File: config.mk
export PLATFORM = sky130hd
export DESIGN_NAME = ram_uart_dumper_flat
export DESIGN_NICKNAME = d
export VERILOG_FILES = /design/src/rtl/ram_uart_pkg.sv /design/src/rtl/ram_uart_dumper_if.sv /design/src/rtl/uart_tx_byte.sv /design/src/rtl/ram_uart_dumper.sv /design/src/flat_wrapper.sv
export SDC_FILE = /design/constraint.sdc
export NUM_CORES = 1
export LEC_CHECK = 0
export ABC_CLOCK_PERIOD_IN_PS = 3700
export CORE_MARGIN = 3
export CORE_UTILIZATION = 40
export CTS_BUF_LIST = sky130_fd_sc_hd__clkbuf_4 sky130_fd_sc_hd__clkbuf_8
export DETAILED_ROUTE_END_ITERATION = 10
export RECOVER_POWER = 100
export SETUP_SLACK_MARGIN = 0.15
export SLEW_MARGIN = 20
export SYNTH_ARGS = -nofsm -noshare
export SYNTH_HDL_FRONTEND = slang
export SYNTH_SLANG_ARGS = --single-unit
export TNS_END_PERCENT = 50
File: constraint.sdc
create_clock -name clk -period 3.7 [get_ports clk]
set_clock_uncertainty 0.1 [all_clocks]
set_input_delay 0.74 -clock clk [delete_from_list [all_inputs] [get_ports clk]]
set_output_delay 0.74 -clock clk [all_outputs]
set_load 0.01 [all_outputs]
File: src/rtl/ram_uart_pkg.sv
// rtl/ram_uart_pkg.sv - shared types and helpers for the RAM-to-UART dumper
package ram_uart_pkg;

    typedef enum logic [2:0] {
        IDLE,
        FETCH,
        LOAD,
        START_BIT,
        DATA_BITS,
        STOP_BIT,
        FINISH
    } state_t;

    localparam int UART_DATA_BITS = 8;

    function automatic int bytes_per_word(input int data_width);
        return data_width / 8;
    endfunction

endpackage

File: src/rtl/ram_uart_dumper_if.sv
// rtl/ram_uart_dumper_if.sv - read port of the shared result RAM
interface ram_uart_dumper_if #(
    parameter int addr_width = 32,
    parameter int data_width = 32
);
    logic                  ram_we;
    logic [addr_width-1:0] ram_addr;
    logic [data_width-1:0] ram_rdata;

    modport master (output ram_we, output ram_addr, input ram_rdata);
    modport slave  (input ram_we, input ram_addr, output ram_rdata);
endinterface

File: src/rtl/uart_tx_byte.sv
// rtl/uart_tx_byte.sv - 8N1 byte serializer with valid/ready handshake
module uart_tx_byte
    import ram_uart_pkg::*;
#(
    parameter int clks_per_bit = 868
) (
    input  logic       clk,
    input  logic       rst_n,
    input  logic       valid,
    input  logic [7:0] data,
    output logic       ready,
    output logic       tx
);
    localparam int cw = $clog2(clks_per_bit);
    localparam logic [cw-1:0] cnt_last = cw'(clks_per_bit - 1);
    localparam logic [2:0]    bit_last = 3'(UART_DATA_BITS - 1);

    state_t       state;
    logic [cw-1:0] cnt;
    logic [2:0]   bit_idx;
    logic [7:0]   shreg;
    logic         bit_end;

    assign bit_end = (cnt == cnt_last);
    // Ready during the final stop-bit cycle lets the next byte follow with no gap.
    assign ready   = (state == IDLE) || (state == STOP_BIT && bit_end);

    always_ff @(posedge clk) begin
        if (!rst_n) begin
            state   <= IDLE;
            cnt     <= '0;
            bit_idx <= '0;
            shreg   <= '0;
            tx      <= 1'b1;
        end else begin
            cnt <= bit_end ? '0 : cnt + 1'b1;
            case (state)
                IDLE: begin
                    cnt <= '0;
                    if (valid) begin
                        shreg <= data;
                        tx    <= 1'b0;
                        state <= START_BIT;
                    end
                end
                START_BIT: if (bit_end) begin
                    tx      <= shreg[0];
                    shreg   <= shreg >> 1;
                    bit_idx <= '0;
                    state   <= DATA_BITS;
                end
                DATA_BITS: if (bit_end) begin
                    if (bit_idx == bit_last) begin
                        tx    <= 1'b1;
                        state <= STOP_BIT;
                    end else begin
                        tx      <= shreg[0];
                        shreg   <= shreg >> 1;
                        bit_idx <= bit_idx + 1'b1;
                    end
                end
                STOP_BIT: if (bit_end) begin
                    if (valid) begin
                        shreg <= data;
                        tx    <= 1'b0;
                        state <= START_BIT;
                    end else begin
                        state <= IDLE;
                    end
                end
                default: state <= IDLE;
            endcase
        end
    end
endmodule

File: src/rtl/ram_uart_dumper.sv
// rtl/ram_uart_dumper.sv - fetches words from the result RAM and sends them LSB-byte first over UART
module ram_uart_dumper
    import ram_uart_pkg::*;
#(
    parameter int addr_width   = 32,
    parameter int data_width   = 32,
    parameter int clks_per_bit = 868
) (
    input  logic                  clk,
    input  logic                  rst_n,
    input  logic                  start,
    input  logic [addr_width-1:0] base_addr,
    input  logic [addr_width-1:0] word_count,
    ram_uart_dumper_if.master     ram,
    output logic                  tx,
    output logic                  busy,
    output logic                  done
);
    localparam int bpw = bytes_per_word(data_width);
    localparam int bw  = (bpw > 1) ? $clog2(bpw) : 1;
    localparam logic [bw-1:0] idx_last = bw'(bpw - 1);

    state_t                state;
    logic [addr_width-1:0] remaining;
    logic [data_width-1:0] shifter;
    logic [bw-1:0]         byte_idx;
    logic                  tx_valid;
    logic                  tx_ready;
    logic [7:0]            tx_data;

    assign ram.ram_we = 1'b0;

    // Byte 0 goes straight from the RAM output so the first start bit lands right after LOAD.
    assign tx_data  = (state == LOAD) ? ram.ram_rdata[7:0] : shifter[7:0];
    assign tx_valid = (state == LOAD) ||
                      (state == START_BIT && tx_ready && byte_idx != idx_last);

    uart_tx_byte #(.clks_per_bit(clks_per_bit)) u_tx (
        .clk   (clk),
        .rst_n (rst_n),
        .valid (tx_valid),
        .data  (tx_data),
        .ready (tx_ready),
        .tx    (tx)
    );

    // START_BIT here means "bytes of the current word are on the line"; bit timing lives in u_tx.
    always_ff @(posedge clk) begin
        if (!rst_n) begin
            state        <= IDLE;
            ram.ram_addr <= '0;
            remaining    <= '0;
            shifter      <= '0;
            byte_idx     <= '0;
            busy         <= 1'b0;
            done         <= 1'b0;
        end else begin
            done <= 1'b0;
            case (state)
                IDLE: if (start) begin
                    ram.ram_addr <= base_addr;
                    remaining    <= word_count;
                    if (word_count == '0) begin
                        state <= FINISH;
                        done  <= 1'b1;
                    end else begin
                        state <= FETCH;
                        busy  <= 1'b1;
                    end
                end
                FETCH: state <= LOAD;
                LOAD: begin
                    shifter   <= ram.ram_rdata >> 8;
                    byte_idx  <= '0;
                    remaining <= remaining - 1'b1;
                    state     <= START_BIT;
                end
                START_BIT: if (tx_ready) begin
                    if (byte_idx != idx_last) begin
                        byte_idx <= byte_idx + 1'b1;
                        shifter  <= shifter >> 8;
                    end else if (remaining != '0) begin
                        ram.ram_addr <= ram.ram_addr + 1'b1;
                        state        <= FETCH;
                    end else begin
                        state <= FINISH;
                        done  <= 1'b1;
                        busy  <= 1'b0;
                    end
                end
                FINISH:  state <= IDLE;
                default: state <= IDLE;
            endcase
        end
    end
endmodule

File: src/flat_wrapper.sv
// flat-port wrapper written by rule: the top's interface ports become plain ports
module ram_uart_dumper_flat import ram_uart_pkg::*;
#(
    parameter int addr_width   = 32,
    parameter int data_width   = 32,
    parameter int clks_per_bit = 868
)
  (clk, rst_n, start, base_addr, word_count, tx, busy, done, ram_ram_we, ram_ram_addr, ram_ram_rdata);
  ram_uart_dumper_if #(.addr_width(addr_width), .data_width(data_width)) ram_i ();
  input  logic clk;
  input  logic rst_n;
  input  logic start;
  input  logic [addr_width-1:0] base_addr;
  input  logic [addr_width-1:0] word_count;
  output logic tx;
  output logic busy;
  output logic done;
  output wire logic [$bits(ram_i.ram_we)-1:0] ram_ram_we;
  output wire logic [$bits(ram_i.ram_addr)-1:0] ram_ram_addr;
  input wire logic [$bits(ram_i.ram_rdata)-1:0] ram_ram_rdata;
  assign ram_ram_we = ram_i.ram_we;
  assign ram_ram_addr = ram_i.ram_addr;
  assign ram_i.ram_rdata = ram_ram_rdata;
  ram_uart_dumper #(.addr_width(addr_width), .data_width(data_width), .clks_per_bit(clks_per_bit)) u_core (.clk(clk), .rst_n(rst_n), .start(start), .base_addr(base_addr), .word_count(word_count), .ram(ram_i), .tx(tx), .busy(busy), .done(done));
endmodule
==> impl_metrics.tcl, run 1 <==
set metrics [dict create \
    status "finished with violations" \
    failed_checks "capacitance limit, slew limit" \
    critPathArrivalTime_ps 3400 \
    yosysSeqAreaShare_pct 36.4 \
    synth_top_cells_by_count "sky130_fd_sc_hd__nand2_1, sky130_fd_sc_hd__dfxtp_1, sky130_fd_sc_hd__a21oi_1" \
    area_growth_pct 27.5 \
    holdCritPathClass "register to register" \
    ctsHtreeMaxLevel 4 \
    fp.dieArea_um2 18100 \
    layout.cell_area.non_filler_um2 8420 \
    synth-edff-count 0 \
    post-route-drc-count 0 \
    core_region_area_um2 16000 \
    fmax_ghz 0.320 \
    vdd.ir_drop.worst_mv 0.228 \
    synth.avg_cell_area_um2 7.79 \
    ys.flop_type "sky130_fd_sc_hd__dfxtp_1" \
    post_synth_instance_area_um2 6610 \
    ys_warn_count 0 \
    gr-usage-all-layers_pct 23.0 \
    place.port_buffers 133 \
    post_synth_inst_count 848 \
    cts.clk_slew.worst_paths_ps 80 \
    cellPowerDensity_nw_per_um2 420 \
    postCtsResizedCells 0 \
    clock_sinks 120 \
    wl_per_cell_um 17.4 \
    cts_made_buffers 17 \
    cts_hold_fix_bufs 0 \
    floorplan.rows 46 \
    initial_core_util_pct 41.3 \
    p_total_uw 3540 \
    cts_setup_buffers 0 \
    post_detail_place_hpwl_um 14400 \
    synth_fp_nets 954 \
    internal_power_uw 2440 \
    insertion_delay_ps 440 \
    worst_setup_sp_type "primary input" \
    report.final.setup_viol 0 \
    num-fill-cells 1603 \
    synth_seq_cells 120 \
    share_of_flip_flops_with_an_asynchronous_set_or_reset_after_synthesis_pct 0 \
    drt_iter0_drc 558 \
    layout.nets 1059 \
    drt-pass1-iter-count 5 \
    cts_tree "done" \
    gp_routability_congestion 0.877 \
    die_w_um 135 \
    chipHeight_um 135 \
    yosysTopAreaCellShare_pct 36.4 \
    clock_path_buffers 2 \
    grt-ovfl-total 0 \
    maxCapViolCount 1 \
    drive_above_1_share_pct 7.76 \
    final_core_utilization_pct 52.6 \
    library_cell_with_the_highest_instance_count_after_synthesis "sky130_fd_sc_hd__nand2_1" \
    placed_cell_area_um2 8060 \
    share_clk_of_total_power_pct 36.3 \
    crit_type "primary input to register" \
    report.final.slew_viol_count 18 \
    worstSetupEndpointType "register" \
    pin_count 135 \
    clock-root-buffer "sky130_fd_sc_hd__clkbuf_8" \
    relative_contribution_of_combinational_cells_to_total_power_pct 20.8 \
    detail_route.vias_per_cell 5.90 \
    max_slew_margin_pct -1.50 \
    grt_antenna_before_repair 1 \
    cp_max_fanout 49 \
    finalWirelength_um 20600 \
    power.leakage_uw 0.00289 \
    whs_ps 352 \
    rsz_0062_raised_after_global_routing "false" \
    final_period_minus_worst_setup_slack_ps 3120 \
    finalSetupTns_ps 0 \
    grt_start_max_net_pins 91 \
    postRouteAntennaNets 0 \
    p_seq_share_pct 42.9 \
    switching_power_uw 1100 \
    worst-endpoint-required_ps 3980 \
    grt_first_pass_wirelength_um 34400 \
    hold_viol 0 \
    worst_pin_slew_ps 1510 \
    grt_pass1_vias 6776 \
    p_sw_share_pct 31.0 \
    netlist.top_cell.by_area "sky130_fd_sc_hd__dfxtp_1" \
    yosys.cell_types.count 84 \
    via_count 6975 \
    final_clock_period_utilization_by_the_worst_path_pct 84.3 \
    ys_top_cells_by_area "sky130_fd_sc_hd__dfxtp_1, sky130_fd_sc_hd__nand2_1, sky130_fd_sc_hd__a21oi_1" \
]
==> kinds of logic after synthesis <==
| logic type | Yosys count | share of synthesized area [%] |
|---|---|---|
| other | 1 | 0.0568 |
| DFF | 120 | 36.4 |
| muxes | 3 | 0.473 |
| AOI/OAI and AO/OA | 245 | 24.9 |
| adders and majority gates | 7 | 1.33 |
| buffers and inverters | 66 | 4.28 |
| and+or+nand+nor | 394 | 31.0 |
| xor gates and xnor gates | 12 | 1.59 |
==> power by group through the flow <==
| stage | logic [uW] | registers (uW) | clock network [uW] |
|---|---|---|---|
| 5_1_grt | 815 | 1540 | 1370 |
| 4_1_cts | 760 | 1520 | 1310 |
| 3_5_place_dp | 756 | 1550 | 0 |
| 3_3_place_gp | 742 | 1540 | 0 |
| 2_1_floorplan | 459 | 1520 | 0 |
| 6_report | 737 | 1520 | 1280 |
==> routing by layer <==
metal  routed length (um)  GRT usage (%)  share of wire, %  vias up
met4                  187           6.84              0.91        0
met5                    0              0                 0        -
met3                 1160           4.43               5.7       17
li1                     -              -                 -     3388
met2                 9780           37.4                48      234
met1                 9440           31.1                46     3336
==> layout by cell type, fill, tap and decap left out, drive strengths merged, types with 6 or more instances in the layout <==
cell type	count
and2	6
nor4	30
xnor2	7
nand3	47
o21ai	33
dlygate4sd3	37
a22oi	15
inv	10
nand4	19
a31oi	12
buf	8
clkinv	6
clkdlybuf4s50	96
o22ai	9
nor2	74
or2	10
o31ai	7
nor3	26
ha	7
and3	12
a311oi	16
clkbuf	23
nand2	129
a211oi	10
or3	8
o211ai	11
a21oi	90
or4	6
dfxtp	120
==> worst max-delay path, stage by stage <==
cell                            delay (ps)
sky130_fd_sc_hd__dlygate4sd3_1         580
sky130_fd_sc_hd__nor4b_1               170
sky130_fd_sc_hd__clkbuf_2              650
sky130_fd_sc_hd__a31oi_2               840
sky130_fd_sc_hd__o21ai_0               240
sky130_fd_sc_hd__a21oi_2               170
==> path summary, 6_finish.rpt <==
path,from,to,slack (ps),cells past startpoint
max,start,u_core.ram.ram_addr[17],580,6
min,u_core.shifter[16],u_core.shifter[16],350,2
max reg2reg,u_core.u_tx.cnt[0],u_core.ram.ram_addr[24],720,7
min reg2reg,u_core.shifter[16],u_core.shifter[16],350,2
==> final cells by class <==
| type | instances | area [um2] | area share (%) |
|---|---|---|---|
| diodes | 1 | 2.50 | 0.0297 |
| clock buffers | 19 | 262 | 3.11 |
| clock inverters | 13 | 169 | 2.01 |
| inverters | 7 | 26.3 | 0.312 |
| multi-input cells | 662 | 3870 | 45.9 |
| flip-flops and latches | 120 | 2400 | 28.5 |
| well taps | 216 | 270 | 3.21 |
| repair buffers | 145 | 1420 | 16.9 |
==> flip-flops by register name, summed over array words and instances, names as in the netlist <==
name / cells
u_core.u_tx.tx: 1
u_core.state: 3
u_core.u_tx.bit_idx: 3
u_core.busy: 1
u_core.byte_idx: 2
u_core.ram.ram_addr: 32
u_core.done: 1
u_core.shifter: 24
u_core.remaining: 32
u_core.u_tx.state: 3
u_core.u_tx.cnt: 10
u_core.u_tx.shreg: 8
==> metrics by stage <==
| step | std cells | worst slack, ps |
|---|---|---|
| 4_1_cts | 1182 | 1040 |
| 2_1_floorplan | 848 | 1450 |
| 3_5_place_dp | 1150 | 803 |
| 3_3_place_gp | 1150 | 899 |
| 5_1_grt | 1183 | 423 |
| 6_report | 1183 | 580 |
Power figures use the tool's default switching activity.
==> inputs of run 2 (changes only) <==
ABC_CLOCK_PERIOD_IN_PS = 3050   (was 3700)
clock period = 3.05 ns   (was 3.7 ns; I/O delays follow)
==> impl_metrics.tcl, run 2 (synthesis results as in run 1) <==
set metrics [dict create \
    status "finished, final reports clean" \
    postRouteAntennaNets 0 \
    critPathArrivalTime_ps 2920 \
    grt_first_pass_wirelength_um 33600 \
    initial_core_util_pct 41.3 \
    worst_r2r_startpoint "u_core.u_tx.cnt[0]" \
    antenna_cells_inserted 0 \
    core_region_area_um2 16000 \
    report.final.setup_viol 0 \
    fp.dieArea_um2 18100 \
    postCtsResizedCells 0 \
    crit_type "register to register" \
    place_ws_ps 460 \
    vdd.ir_drop.worst_mv 0.279 \
    wl_per_cell_um 17.6 \
    drt_iter0_drc 651 \
    fmax_ghz 0.372 \
    num-fill-cells 1543 \
    p_total_uw 4330 \
    drive_above_1_share_pct 9.58 \
    max_slew_margin_pct 35.7 \
    cellPowerDensity_nw_per_um2 506 \
    grt_antenna_before_repair 0 \
    reg_top3 "u_core.ram.ram_addr x32, u_core.remaining x32, u_core.shifter x24" \
    crit_path_end "u_core.u_tx.shreg[3]" \
    chipHeight_um 135 \
    clock_sinks 120 \
    critical_path.top_delay_family "compound AO/OA/AOI/OAI gates" \
    detail_route.vias_per_cell 5.92 \
    grt_start_max_net_pins 42 \
    worst-endpoint-required_ps 3280 \
    grt_pass1_vias 6693 \
    critical-path-max-stage-delay_ps 790 \
    clock_path_buffers 2 \
    cts.clk_slew.worst_paths_ps 70 \
    whs_ps 354 \
    floorplan.rows 46 \
    post_detail_place_hpwl_um 15000 \
    place.port_buffers 133 \
    worstSetupPathDepth 8 \
    holdCritPathClass "register to register" \
    drt-pass1-iter-count 5 \
    post-route-drc-count 0 \
    pin_count 135 \
    cts_tree "done" \
    worst_flop_to_flop_path_endpoint "u_core.u_tx.shreg[3]" \
    path_buf_inv 1 \
    die_w_um 135 \
    crit_path_top_delay_cell "sky130_fd_sc_hd__a211oi_2" \
    via_count 7085 \
    gp_routability_congestion 0.871 \
    worst_setup_sp_type "register" \
    worstSetupEndpointType "register" \
    critical_path.startpoint "u_core.u_tx.cnt[0]" \
    gr-usage-all-layers_pct 22.8 \
    final_core_utilization_pct 53.5 \
    grt-ovfl-total 0 \
    final_clock_period_utilization_by_the_worst_path_pct 88.0 \
    clock-root-buffer "sky130_fd_sc_hd__clkbuf_8" \
    cts_hold_fix_bufs 0 \
    hold_viol 0 \
    cp_max_fanout 17 \
    worst_pin_slew_ps 964 \
    maxCapViolCount 0 \
    cts_setup_buffers 0 \
    area_growth_pct 29.6 \
    mostFrequentLayoutCell "sky130_fd_sc_hd__nand2_1" \
    insertion_delay_ps 450 \
    layout.cells.most_common_list "sky130_fd_sc_hd__nand2_1, sky130_fd_sc_hd__dfxtp_1, sky130_fd_sc_hd__clkdlybuf4s50_1" \
    post-route-worst-setup-slack_ps 365 \
    reg2regPathDepth 8 \
    layout.nets 1074 \
    finalSetupTns_ps 0 \
    rsz_0062_raised_after_global_routing "false" \
    ctsHtreeMaxLevel 4 \
    finalWirelength_um 21100 \
    cts_made_buffers 17 \
    report.final.slew_viol_count 0 \
    power.leakage_uw 0.00298 \
    reg2reg_setup_slack_ps 370 \
    worstPathCellList "ha_1, or3b_1, nor3_4, clkbuf_1, and3_1, a211oi_2, or2_2, a21oi_1" \
    final_period_minus_worst_setup_slack_ps 2680 \
]
run 2: changes by cell type in the layout (fill, tap and decap cells not counted), sizes merged:
cell           before  now
buf                 8   23
clkinv              6    8
clkdlybuf4s50      96   97
clkinvlp            1    0
diode               1    0
dlygate4sd3        37   36
inv                10    9
run 2: tightest hold or removal path: stages (launching register included):
cell and delay, ps:
sky130_fd_sc_hd__dfxtp_1 310, sky130_fd_sc_hd__nand2_1 50, sky130_fd_sc_hd__a21oi_1 50
run 2: layout make-up:
type | count | area [um2] | area share, %
Clock inverter | 13 | 170 | 1.99
Clock buffer | 19 | 262 | 3.05
Sequential cell | 120 | 2400 | 28.1
Timing Repair Buffer | 160 | 1530 | 17.9
Inverter | 7 | 26.3 | 0.307
Multi-Input combinational cell | 662 | 3900 | 45.5
Tap cell | 216 | 270 | 3.16
run 2: stage by stage:
stage                     area, um2  std cells
final                          8560       1197
after global routing           8560       1197
after CTS                      8610       1197
after detailed placement       8180       1165
after global placement         8180       1165
after floorplan                6610        848
run 2: power by group:
group | internal, uW | switching (uW)
Combinational | 417 | 498
Clock | 861 | 717
Sequential | 1700 | 145
Total | 2970 | 1360
run 2: worst min path at each step:
stage | endpoint | start | cells after the start | slack [ps]
6_report | u_core.u_tx.shreg[6] | u_core.u_tx.shreg[6] | 2 | 350
5_1_grt | u_core.u_tx.shreg[6] | u_core.u_tx.shreg[6] | 2 | 380
4_1_cts | u_core.shifter[20] | u_core.shifter[20] | 2 | 360
3_5_place_dp | u_core.shifter[20] | u_core.shifter[20] | 2 | 350
3_3_place_gp | u_core.u_tx.shreg[5] | u_core.u_tx.shreg[5] | 2 | 340
2_1_floorplan | u_core.u_tx.cnt[0] | u_core.u_tx.cnt[0] | 1 | 330
run 2: metal layers:
layer	GRT usage, %	share of wire (%)	vias to the layer above
met2	36.4	47	271
met3	4.88	6.0	33
met1	30.8	46	3364
li1	-	-	3417
met5	0	0	-
met4	7.58	1.6	0
